**src/rtl/seven_seg_scan_driver.sv**
```systemverilog
// rtl/seven_seg_scan_driver.sv - multiplexed seven-segment scan driver with hex decode and leading-zero blanking
//
// Ports:
//   clk        system clock, all state on rising edge
//   rst_n      asynchronous active-low reset (display dark while low)
//   digits_in  hex nibbles, nibble i = bits [4i+3:4i], digit 0 rightmost
//   load       capture strobe for digits_in (and dp_in when built)
//   blank_lz   1 = suppress leading zeros
//   dp_in      decimal points, 1 = lit (SEVEN_SEG_DP_EN builds only)
//   dp         decimal point, active-low, registered with seg (SEVEN_SEG_DP_EN builds only)
//   seg[0:6]   segments a..g, seg[0]=a, active-low
//   an         digit enables, active-low, one-hot-low
//
// Optional feature macro: SEVEN_SEG_DP_EN (decimal-point support).

module seven_seg_scan_driver #(
    parameter int NUM_DIGITS = 4,
    parameter int SCAN_DIV   = 50000
) (
    input  logic                      clk,
    input  logic                      rst_n,
    input  logic [4*NUM_DIGITS-1:0]   digits_in,
    input  logic                      load,
    input  logic                      blank_lz,
`ifdef SEVEN_SEG_DP_EN
    input  logic [NUM_DIGITS-1:0]     dp_in,
    output logic                      dp,
`endif
    output logic [0:6]                seg,
    output logic [NUM_DIGITS-1:0]     an
);

    localparam int IW = $clog2(NUM_DIGITS);
    localparam int PW = $clog2(SCAN_DIV);
    localparam logic [IW-1:0] LAST_IDX   = IW'(NUM_DIGITS - 1);
    localparam logic [PW-1:0] LAST_PRESC = PW'(SCAN_DIV - 1);

    logic [4*NUM_DIGITS-1:0] shadow;
    logic [PW-1:0]           presc;
    logic [IW-1:0]           idx;
    logic                    tick;

    logic [3:0]              cur_nib;
    logic                    upper_nz;
    logic                    blank;
    logic [0:6]              seg_next;
    logic [NUM_DIGITS-1:0]   an_next;

`ifdef SEVEN_SEG_DP_EN
    logic [NUM_DIGITS-1:0]   dp_shadow;
`endif

    // Segment patterns listed a..g left to right, matching seg[0:6].
    function automatic logic [0:6] hex7(input logic [3:0] n);
        case (n)
            4'h0:    hex7 = 7'b0000001;
            4'h1:    hex7 = 7'b1001111;
            4'h2:    hex7 = 7'b0010010;
            4'h3:    hex7 = 7'b0000110;
            4'h4:    hex7 = 7'b1001100;
            4'h5:    hex7 = 7'b0100100;
            4'h6:    hex7 = 7'b0100000;
            4'h7:    hex7 = 7'b0001111;
            4'h8:    hex7 = 7'b0000000;
            4'h9:    hex7 = 7'b0000100;
            4'hA:    hex7 = 7'b0001000;
            4'hB:    hex7 = 7'b1100000;
            4'hC:    hex7 = 7'b0110001;
            4'hD:    hex7 = 7'b1000010;
            4'hE:    hex7 = 7'b0110000;
            default: hex7 = 7'b0111000;
        endcase
    endfunction

    assign tick = (presc == LAST_PRESC);

    // Everything feeding the output registers is derived from the shadow
    // copy in one go, so a load landing on a tick edge can only affect the
    // following digit, never half of the current one.
    always_comb begin
        cur_nib  = shadow[{idx, 2'b00} +: 4];
        upper_nz = 1'b0;
        for (int j = 0; j < NUM_DIGITS; j++) begin
            if (j >= int'(idx) && shadow[4*j +: 4] != 4'h0) begin
                upper_nz = 1'b1;
            end
        end
        // Digit 0 is never blanked so an all-zero value still reads "0".
        blank = blank_lz && (idx != '0) && !upper_nz;
`ifdef SEVEN_SEG_DP_EN
        if (dp_shadow[idx]) begin
            blank = 1'b0;
        end
`endif
        seg_next = blank ? 7'b1111111 : hex7(cur_nib);
        for (int j = 0; j < NUM_DIGITS; j++) begin
            an_next[j] = (idx != IW'(j));
        end
    end

    // Outputs latch the current index on the tick while the index moves on,
    // so the first tick after reset lights digit 0.
    always_ff @(posedge clk or negedge rst_n) begin
        if (!rst_n) begin
            shadow <= '0;
            presc  <= '0;
            idx    <= '0;
            an     <= '1;
            seg    <= 7'b1111111;
        end else begin
            if (load) begin
                shadow <= digits_in;
            end
            presc <= tick ? '0 : presc + 1'b1;
            if (tick) begin
                an  <= an_next;
                seg <= seg_next;
                idx <= (idx == LAST_IDX) ? '0 : idx + 1'b1;
            end
        end
    end

`ifdef SEVEN_SEG_DP_EN
    always_ff @(posedge clk or negedge rst_n) begin
        if (!rst_n) begin
            dp_shadow <= '0;
            dp        <= 1'b1;
        end else begin
            if (load) begin
                dp_shadow <= dp_in;
            end
            if (tick) begin
                dp <= ~dp_shadow[idx];
            end
        end
    end
`endif

endmodule

```
**config.mk**
```make
export PLATFORM = sky130hd
export DESIGN_NAME = seven_seg_scan_driver
export DESIGN_NICKNAME = d
export VERILOG_FILES = /design/src/rtl/seven_seg_scan_driver.sv
export SDC_FILE = /design/constraint.sdc
export NUM_CORES = 1
export LEC_CHECK = 0
export BUFFER_PORTS_ARGS = -buffer_cell sky130_fd_sc_hd__buf_2
export CAP_MARGIN = 20
export CORE_MARGIN = 8
export CORE_UTILIZATION = 57
export DETAILED_ROUTE_END_ITERATION = 16
export PLACE_DENSITY = 0.83
export SLEW_MARGIN = 10
export SYNTH_ARGS = -nofsm -noshare
export SYNTH_HDL_FRONTEND = slang
export SYNTH_SLANG_ARGS = --single-unit
export TNS_END_PERCENT = 5
```
**constraint.sdc**
```tcl
create_clock -name clk -period 2.3 [get_ports clk]
set_input_delay 0.46 -clock clk [delete_from_list [all_inputs] [get_ports clk]]
set_output_delay 0.46 -clock clk [all_outputs]
set_load 0.02 [all_outputs]
```
# == Word-level counts from Yosys, hierarchy flattened ==
# Memories as Yosys holds them, arrays and structs flattened.
# Index checks and enable logic that the tools add are counted.
# op_classes
addsub,2
magnitude_cmp,3
n_eq_ne,5
shift,1
muxes,7
reduce_logical,11
# op_table
op,n
adder 16 x 1 -> 16 bit (second input constant),1
equality test 16 bit (second input constant),1
2-to-1 mux 16 bit,1
nonzero test 4 bit,4
variable part select 16 x 5 -> 4 bit,1
2-to-1 mux 7 bit,1
logical AND 1 bit,5
greater-or-equal comparator 1 x 2 -> 1 bit (first input constant),2
2-to-1 mux 1 bit,4
inequality test 2 bit (second input constant),2
adder 2 x 1 -> 2 bit (second input constant),1
equality test 2 bit (second input constant),1
greater-or-equal comparator 2 bit (first input constant),1
2-to-1 mux 2 bit,1
inequality test 2 x 1 -> 1 bit (second input constant),1
nonzero test 2 bit,1
zero test 1 bit,1
# totals
ff_bits,45
mem_bits_ro,112
inputBits,20
word_cells,35
mem_count,1
# memory_table
name,words,width,rd,rd_ports_with_merged_regs,write_ports,line,rtl
(no name shown),16,7,1,0,0,55,case (n)

# == Logic depth before layout (Yosys ltp) ==
# Gate-level depths: netlist of run 1.
# depth
ltp_word,9
mapped_depth,8

# == Worst setup path before layout of run 1 ==
# OpenSTA, ideal clock, no wires.
# synth_timing
path_type,register to register
from,reg idx[0]
to,reg seg[0] in the netlist's numbering
arrival_time_ns,1.889
slack_ns,0.320
path_stages_with_launch,8
period_less_slack_ns,1.980
path_cell_list,dfrtp_1 > buf_6 > mux4_2 > ha_1 > nor3b_1 > a311oi_1 > a31o_2 > a31oi_1
# synth_between
elab_chain_len,9
elab_cells_between_ends,17
cone_classes,order compare: 3; shift: 1; mux: 5; reduce/logical: 7; memory: 1
# synth_lines
element,line,rtl
from (decl),40,logic [IW-1:0] idx;
from (signal assigned),118,idx <= (idx == LAST_IDX) ? '0 : idx + 1'b1;
"parallel branches: the longest is 8 deep, another holds memory read (16 x 7 bit)",-,
2-to-1 mux 7 bit *,95,seg_next = blank ? 7'b1111111 : hex7(cur_nib);
to (signal assigned),117,seg <= seg_next;
to (decl),29,"output logic [0:6] seg,"
# Mark *: on every way between the ends.
# A chain may end at the register's enable or synchronous reset.

# == Worst setup path after layout of run 1 ==
# Same ends and word-level chain as after synthesis.

==> results of run 1 <==
-- placed cells by master (no fill, tap or decap), types with 4 or more instances in the layout --
cell type | netlist | layout
nor2_1 | 24 | 24
ha_1 | 12 | 12
nor3_1 | 4 | 4
inv_1 | 6 | 6
a21oi_1 | 5 | 5
clkbuf_8 | 0 | 7
nand2_1 | 12 | 12
xor2_1 | 10 | 10
a31oi_1 | 4 | 4
nor4_1 | 4 | 4
dfrtp_1 | 34 | 34
o21ai_0 | 10 | 10
mux2_2 | 19 | 19
buf_2 | 2 | 30
nand3_1 | 11 | 11
dfstp_2 | 11 | 11
xnor2_1 | 4 | 4
buf_4 | 0 | 5
-- state kept, by name, summed over array words and instances, names as in the netlist --
name	flops
seg	7
shadow	16
an	4
presc	16
idx	2
-- per-stage QoR --
| step | instance area (µm²) | hold WS (ps) | util (%) | instances |
|---|---|---|---|---|
| CTS | 2610 | 33.7 | 66.1 | 292 |
| floorplan | 2310 | 164 | - | 207 |
| global placement | 2500 | 350 | 63.5 | 284 |
| global route | 2610 | 44.6 | 66.1 | 292 |
| detailed placement | 2500 | 359 | 63.5 | 284 |
| finish | 2610 | 32.0 | 66.1 | 292 |
-- per-layer routing --
metal  vias to the layer above  track usage, %
li1                        796               -
met1                       834            21.0
met2                        49            25.3
met3                         5            4.95
met4                         0            5.56
met5                         -               0
-- critical path, cell delays in order, from the launching register on --
cell	delay, ps
dfrtp_1	520
mux4_2	610
ha_1	280
nor3b_1	150
a311oi_1	260
a31o_2	140
a31oi_1	80
-- worst paths after layout --
kind	slack [ps]	to	start
worst max register to register	180	seg[0]	idx[0]
min in group clk	390	shadow[3]	digits_in[3]
max in group asynchronous	1660	seg[3]	rst_n
worst max-delay path	180	seg[0]	idx[0]
worst min-delay path	30	presc[7]	rst_n
worst min register to register	480	an[1]	an[1]
-- cells in the mapped netlist, drive strengths merged --
master,number
or3,1
and2,2
dfstp,11
ha,12
nand4,3
dfrtp,34
nor3,4
nor4,4
nand3b,2
nand2,12
a31o,1
nor4b,1
nor3b,1
and4,1
nor2,24
a31oi,4
clkbuf,2
o31a,1
mux2i,3
o21ai,10
nand3,11
buf,6
a21boi,1
xnor2,4
mux4,3
xor2,10
a21oi,5
a211oi,1
inv,6
and3,3
nand2b,1
mux2,19
nor4bb,2
a211o,1
a311oi,1
-- logic make-up (layout without fill, tap and decap cells) --
group,after synthesis,count (layout),synth area share (%)
and+or+nand+nor,72,72,15.5
DFF,45,45,49.4
AOI/OAI and AO/OA,25,25,6.50
muxes,25,25,13.5
xor gates and xnor gates,14,14,5.31
buffers and inverters,14,49,3.36
adders and majority gates,12,12,6.50
-- report_power, final --
| group | switching [mW] | internal [mW] | total (mW) | leakage, nW |
|---|---|---|---|---|
| logic | 0.0853 | 0.0746 | 0.160 | 0.563 |
| registers | 0.0252 | 0.820 | 0.845 | 0.539 |
| clock network | 0.263 | 0.272 | 0.535 | 0.0542 |
| total | 0.374 | 1.17 | 1.54 | 1.16 |
-- layout make-up --
| class | count | area share (%) |
|---|---|---|
| Sequential cell | 45 | 43.7 |
| Multi-Input combinational cell | 148 | 41.9 |
| Timing Repair Buffer | 35 | 7.20 |
| Clock buffer | 7 | 3.70 |
| Tap cell | 50 | 2.40 |
| Inverter | 6 | 0.864 |
| Clock inverter | 1 | 0.192 |
==> impl_metrics.csv, run 1 <==
group,metric,value,unit
run_status,status,"finished clean",
grt,antenna_found_initial,0,
clock_tree,htree_levels,2,
clock_tree,insertion_delay,300,ps
run,drv_cap,0,
sta,worstMarginPinSlew,482,ps
route,first_iter_violations,189,
yosys,ys_ff_latch,45,
grt,grt_max_degree,21,
sta,report.final.slew_viol_count,0,
critical_path,cp-start-kind,"register",
sta,fmax,0.471,GHz
sta,post-route-min-period,2120,ps
power_and_ir_drop,power_leakage,1.16,nW
grt,overflow,0,
yosys,syn_avg_cell_area,11.2,µm²
finish,drive_above_1_share,31.8,%
yosys,synth_cell_types,37,
sta,hold_viol,0,
critical_path,cp.arrival,2340,ps
route,drt-met1-wl,2.27,mm
yosys,synth_area_leaders,"dfrtp_1, dfstp_2, mux2_2",
critical_path,path_class,"reg2reg",
critical_path,critPathRequiredTime,2520,ps
yosys,synth_cells,207,
floorplan,core_area,3940,µm²
floorplan,die-width,79.7,µm
place,dp_hpwl,3.63,mm
clock_tree,cts_tree,"yes",
finish,diodes,0,
yosys,synth_area_leader_cell,"dfrtp_1",
yosys,yosys.area.top_type_share,36.8,%
power_and_ir_drop,power.density,591,nW/µm²
power_and_ir_drop,p_total,1.54,mW
critical_path,path_max_fanout,8,
sta,rsz0062_at_grt,"no",
critical_path,rr_worst_depth,6,
sta,fin_setup_tns,0,ps
power_and_ir_drop,vdd_ir_drop_max,0.417,mV
floorplan,ios,31,
yosys,seq_area_frac_synth,49.3,%
route,routed.top_layer,"met4",
route,wl,4.89,mm
floorplan,rows,23,
route,vias,1684,
route,post-route-drc-count,0,
critical_path,crit_path_end_kind,"register",
finish,multi_input_area,1090,µm²
floorplan,dieArea,6340,µm²
yosys,synth-warning-count,0,
clock_tree,cts_setup_buffers,0,
grt,grt_pass1_vias,1705,
route,route.met3.wl,259,µm
route,drt_first_pass_iters,5,
min_path,hold_class,"in2async",
place,portBuffers,30,
route,wl_per_cell,16.7,µm
route,met2_length,2.31,mm
clock_tree,cts_hold_buf,0,
finish,fillers,281,
place,place.gp.congestion,0.890,
yosys,syn-cell-area,2310,µm²
clock_tree,cts-resized-gates,0,
clock_tree,cts.reportedPaths.clkPinSlew,90,ps
grt,grt_pass1_wl,8.16,mm
sta,timing.final.ws_setup,178,ps
floorplan,dieHeight,79.7,µm
sta,setup_viol,0,
clock_tree,cts-root-buf,"clkbuf_8",
grt,grt_use_total,16.3,%
clock_tree,clk_path_buf_depth,2,
clock_tree,clock-sinks,45,
finish,final_nets,273,
route,ant_nets,0,
yosys,synth_fp_nets,239,
sta,fin_skew,10.1,ps
floorplan,initial_core_util,58.6,%
finish,seq_area,1140,µm²
sta,slew_headroom,67.8,%
place,dpl_worst_slack,193,ps
sta,fin_crit_sh,92.3,%
clock_tree,cts_buffers,5,
route,routed_via_density,5.77,
finish,syn_to_final_growth,12.8,%
(Power assumes the default switching activity.)
==> inputs of run 2 (changes only) <==
Settings changed: CELL_PAD_IN_SITES_DETAIL_PLACEMENT set to 0, CELL_PAD_IN_SITES_GLOBAL_PLACEMENT set to 1, CORE_UTILIZATION 57 to 45.
==> run 2 against run 1 <==
Effect of this change: sequential power barely moved; sequential share of layout area down 0.52 points; clock-buffer cell count fell by 1; global-route usage fell by 3.7 points; non-clock buffer count unchanged; critical path depth unchanged; clock power rose by 10%; register-to-register slack about the same; utilization decreased by 14 points; power up 3.3%; setup slack gained 13 ps; highest routed layer unchanged.
==> impl_metrics.csv, run 2 (synthesis results as in run 1) <==
group,metric,value,unit
clock_tree,cts.reportedPaths.clkPinSlew,90,ps
power_and_ir_drop,p_seq_share,53.1,%
critical_path,critPathRequiredTime,2530,ps
clock_tree,clk_path_buf_depth,2,
finish,final_cell_mix,"dfrtp_1, buf_2, nor2_1",
power_and_ir_drop,power_leakage,1.16,nW
sta,slew_headroom,45.1,%
clock_tree,cts_hold_buf,0,
critical_path,rr_endpoint,"seg[0]",
finish,final_nets,273,
critical_path,path_class,"reg2reg",
place,dpl_worst_slack,207,ps
route,first_iter_violations,90,
critical_path,rr_worst_depth,6,
place,place_inst,304,
route,post-route-drc-count,0,
power_and_ir_drop,p_int,1.22,mW
sta,fin_crit_sh,91.7,%
floorplan,die-width,87.6,µm
place,portBuffers,30,
finish,syn_to_final_growth,14.2,%
place,dp_hpwl,3.37,mm
sta,holdWs,252,ps
place,dpl_cell_area,2530,µm²
floorplan,initial_core_util,45.8,%
critical_path,timing.rr.start,"idx[0]",
clock_tree,htree_levels,2,
sta,worstMarginPinSlew,824,ps
floorplan,dieHeight,87.6,µm
floorplan,rows,26,
min_path,hold_class,"in2async",
route,ant_nets,0,
sta,fin_skew,6.59,ps
clock_tree,cts-root-buf,"clkbuf_8",
floorplan,core_area,5040,µm²
critical_path,crit_path_end_kind,"register",
clock_tree,cts_buffers,5,
finish,reg_top3,"presc (16), shadow (16), seg (7)",
grt,grt_pass1_wl,7.50,mm
floorplan,dieArea,7680,µm²
sta,fin_setup_tns,0,ps
critical_path,r2r_slack,190,ps
sta,report.final.slew_viol_count,0,
run_status,status,"finished clean",
sta,timing.final.ws_setup,191,ps
clock_tree,insertion_delay,300,ps
route,wl_per_cell,14.4,µm
sta,rsz0062_at_grt,"no",
clock_tree,cts_setup_buffers,0,
grt,grt_max_degree,38,
critical_path,endpoint,"seg[0]",
power_and_ir_drop,share_comb_of_total_power,9.8,%
route,wl,4.50,mm
grt,overflow,0,
finish,fin_cells,312,
critical_path,cp.arrival,2340,ps
grt,grt_pass1_vias,1567,
power_and_ir_drop,vdd_ir_drop_max,0.369,mV
sta,setup_viol,0,
route,drt_first_pass_iters,4,
sta,post-route-min-period,2110,ps
finish,design_area,2640,µm²
grt,grt_use_total,12.6,%
finish,layout_commonest_cell,"dfrtp_1",
critical_path,path_max_fanout,8,
critical_path,cp-start-kind,"register",
finish,fillers,472,
power_and_ir_drop,netSwitchingPower,0.373,mW
power_and_ir_drop,clkPwrFrac,37.0,%
route,routed_via_density,5.27,
sta,hold_viol,0,
sta,fmax,0.474,GHz
critical_path,crit_path_start,"idx[0]",
clock_tree,cts-resized-gates,0,
finish,drive_above_1_share,31.4,%
run,drv_cap,0,
route,vias,1643,
power_and_ir_drop,switching_share,23.5,%
power_and_ir_drop,power.density,603,nW/µm²
place,place.gp.congestion,0.853,
grt,antenna_found_initial,0,
finish,diodes,0,
floorplan,ios,31,
clock_tree,clock-sinks,45,
clock_tree,cts_tree,"yes",
[run 2: changes by cell type in the layout (fill, tap and decap cells not counted), sizes merged]
cell	change
bufinv	+1
clkbuf	-1
[run 2: worst max-delay path: stages (launching register included)]
cell and delay [ps]:
dfrtp_1 520, mux4_2 620, inv_1 180, ha_1 230, nand3_1 80, a31o_2 250
a31oi_1 170
[run 2: area by class of cell]
type / instances / area (µm²) / share of cell area [%]
clock inverters: 2 / 35.0 / 1.33
flip-flops and latches: 45 / 1140 / 43.2
multi-input cells: 148 / 1090 / 41.4
well taps: 70 / 87.6 / 3.32
repair buffers: 35 / 188 / 7.12
clock buffers: 6 / 72.6 / 2.75
inverters: 6 / 22.5 / 0.854
[run 2: routing by layer]
metal / share of wire (%) / up-vias / GRT usage (%)
met3: 5.1 / 6 / 3.28
li1: - / 797 / -
met4: 1.7 / 0 / 5.63
met2: 44 / 44 / 18.9
met5: 0 / - / 0
met1: 49 / 796 / 16.5
[run 2: power groups by stage]
stage          Clock, mW  Combinational (mW)  Sequential [mW]
3_5_place_dp           0               0.156            0.860
3_3_place_gp           0               0.154            0.858
4_1_cts            0.605               0.157            0.844
2_1_floorplan          0               0.108            0.849
6_report           0.589               0.157            0.844
5_1_grt            0.637               0.174            0.849
[run 2: worst min-delay path by stage]
stage	from	endpoint	cells past startpoint
6_report	rst_n	presc[9]	1
5_1_grt	rst_n	shadow[6]	1
4_1_cts	rst_n	idx[1]	1
3_5_place_dp	an[2]	an[2]	2
3_3_place_gp	an[2]	an[2]	2
2_1_floorplan	rst_n	idx[0]	0
[run 2: per-stage QoR]
stage / total power [mW] / utilization [%]
5_1_grt: 1.66 / 52.3
4_1_cts: 1.61 / 52.3
3_3_place_gp: 1.01 / 50.2
2_1_floorplan: 0.956 / -
3_5_place_dp: 1.02 / 50.2
6_report: 1.59 / 52.3
==> inputs of run 3 (changes only) <==
Settings changed: ABC_AREA set to 1, CELL_PAD_IN_SITES_DETAIL_PLACEMENT 0 to 2, CELL_PAD_IN_SITES_GLOBAL_PLACEMENT 1 to 2, CORE_UTILIZATION 45 to 34.
==> run 3 against run 2 <==
Effect of this change: cell count grew 47%; critical path depth rose by 5; sequential share of layout area is 4.4 points lower; synthesized cell count grew 57%; clock skew increased by 2.4 ps; first-iteration DRC count fell by 51%; critical path type unchanged; largest power group unchanged; highest routed layer unchanged.
==> impl_metrics.csv, run 3 <==
group,metric,value,unit
critical_path,cp.arrival,2240,ps
finish,final_cell_mix,"nand2_1, nor2_1, inv_1",
finish,drive_above_1_share,20.6,%
yosys,synth-warning-count,0,
critical_path,critPathRequiredTime,2540,ps
critical_path,path_class,"reg2reg",
clock_tree,cts_tree,"yes",
route,first_iter_violations,44,
floorplan,ios,31,
sta,setup_viol,0,
yosys,async_flop_share,100,%
clock_tree,cts-resized-gates,0,
finish,diodes,0,
yosys,synth_area_leader_cell,"dfrtp_1",
place,dpl_worst_slack,371,ps
yosys,yosys.area.top_type_share,33.2,%
route,wl_per_cell,16.4,µm
critical_path,crit_path_end_kind,"register",
yosys,synthTopCellsByCount,"nand2_1, nor2_1, inv_1, dfrtp_1, nand3_1",
clock_tree,cts-root-buf,"clkbuf_8",
floorplan,rows,31,
clock_tree,cts_setup_buffers,0,
clock_tree,cts.reportedPaths.clkPinSlew,90,ps
sta,fin_crit_sh,86.9,%
run_status,status,"finished clean",
yosys,yosysMostFrequentCell,"nand2_1",
finish,reg_top3,"presc (16), shadow (16), seg (7)",
yosys,synth_cells,324,
critical_path,path_max_fanout,12,
run,drv_cap,0,
power_and_ir_drop,share_comb_of_total_power,11.9,%
clock_tree,htree_levels,2,
yosys,seq_area_frac_synth,44.5,%
power_and_ir_drop,clkPwrFrac,32.9,%
yosys,synth_cell_types,28,
sta,fin_skew,9.01,ps
place,dp_hpwl,5.81,mm
floorplan,initial_core_util,35.1,%
sta,worstMarginPinSlew,520,ps
clock_tree,insertion_delay,300,ps
sta,fmax,0.500,GHz
yosys,synth_fp_nets,356,
floorplan,core_area,7290,µm²
route,routed_via_density,4.90,
critical_path,cp-start-kind,"register",
clock_tree,clk_path_buf_depth,2,
yosys,syn_avg_cell_area,7.90,µm²
power_and_ir_drop,power.density,516,nW/µm²
floorplan,dieHeight,103,µm
yosys,synth_edf_count,0,
route,ant_nets,0,
place,place_inst,451,
yosys,ys_ff_latch,45,
power_and_ir_drop,p_seq_share,55.2,%
clock_tree,cts_hold_buf,0,
sta,timing.final.ws_setup,301,ps
sta,report.final.slew_viol_count,0,
route,drt_first_pass_iters,4,
route,wl,7.51,mm
yosys,synth_area_leaders,"dfrtp_1, nand2_1, dfstp_2",
floorplan,dieArea,10600,µm²
grt,grt_max_degree,27,
sta,fin_setup_tns,0,ps
finish,fin_cells,459,
finish,design_area,2940,µm²
finish,fin_util,40.3,%
grt,grt_pass1_wl,13.0,mm
route,vias,2249,
finish,fillers,897,
clock_tree,clock-sinks,45,
power_and_ir_drop,p_total,1.52,mW
place,dpl_cell_area,2850,µm²
clock_tree,cts_buffers,5,
grt,antenna_found_initial,0,
floorplan,die-width,103,µm
sta,slew_headroom,65.4,%
sta,post-route-min-period,2000,ps
min_path,hold_class,"in2async",
grt,grt_use_total,15.9,%
yosys,syn-cell-area,2560,µm²
place,place.gp.congestion,0.861,
power_and_ir_drop,power_leakage,1.45,nW
sta,holdWs,116,ps
sta,rsz0062_at_grt,"no",
yosys,ys.flop_type,"dfrtp_1",
grt,grt_pass1_vias,2697,
sta,hold_viol,0,
place,portBuffers,30,
grt,overflow,0,
finish,syn_to_final_growth,14.8,%
route,post-route-drc-count,0,
power_and_ir_drop,vdd_ir_drop_max,0.261,mV
finish,final_nets,391,
finish,layout_commonest_cell,"nand2_1",
power_and_ir_drop,netSwitchingPower,0.418,mW
power_and_ir_drop,p_int,1.10,mW
power_and_ir_drop,switching_share,27.6,%
==> run 3: kinds of logic (layout without fill, tap and decap cells) <==
group	count (synthesis)	count (layout)	synth area share, %
simple gates	179	179	30.9
flops	45	45	44.5
buf+inv	45	81	7.09
compound gates	27	27	5.33
fa+ha+maj	12	12	5.86
xor+xnor	8	8	2.74
mux	8	8	3.52
==> run 3: routing by layer <==
metal | track usage, % | share of wire (%) | vias up
met5 | 0 | 0 | -
met4 | 5.90 | 2.1 | 0
met3 | 3.58 | 4.0 | 14
met2 | 28.3 | 50 | 41
met1 | 18.0 | 44 | 1102
li1 | - | - | 1092
==> run 3: path summary, 6_finish.rpt <==
kind / from / to / slack (ps) / depth (start not counted)
setup / recovery: idx[0] / seg[2] / 300 / 11
hold / removal: rst_n / presc[2] / 120 / 1
setup reg to reg: idx[0] / seg[2] / 300 / 11
hold reg to reg: presc[0] / presc[0] / 480 / 1
max in group asynchronous: rst_n / an[0] / 1580 / 2
min in group clk: digits_in[6] / shadow[6] / 360 / 3
==> run 3: worst max-delay path, cell delays in order, from the launching register on <==
cell and delay [ps]:
dfrtp_1 460, buf_4 210, nand2_1 70, nand3_1 110, nand2_1 230, inv_1 120, ha_1 300, nor2_1 130
nand2_1 60, o21ai_0 90, nor2_1 60, nor2_1 80
==> run 3: power groups by stage <==
stage | Sequential [mW] | Combinational (mW) | Clock (mW)
finish | 0.837 | 0.181 | 0.498
global route | 0.841 | 0.209 | 0.545
CTS | 0.838 | 0.185 | 0.525
detailed placement | 0.853 | 0.179 | 0
global placement | 0.851 | 0.171 | 0
floorplan | 0.844 | 0.110 | 0
==> run 3: layout make-up <==
type	instances	area (µm²)	area share, %
Clock buffer	7	76.3	2.60
Clock inverter	1	7.51	0.256
Inverter	39	146	4.98
Multi-Input combinational cell	234	1240	42.2
Sequential cell	45	1140	38.8
Tap cell	99	124	4.22
Timing Repair Buffer	34	205	6.98
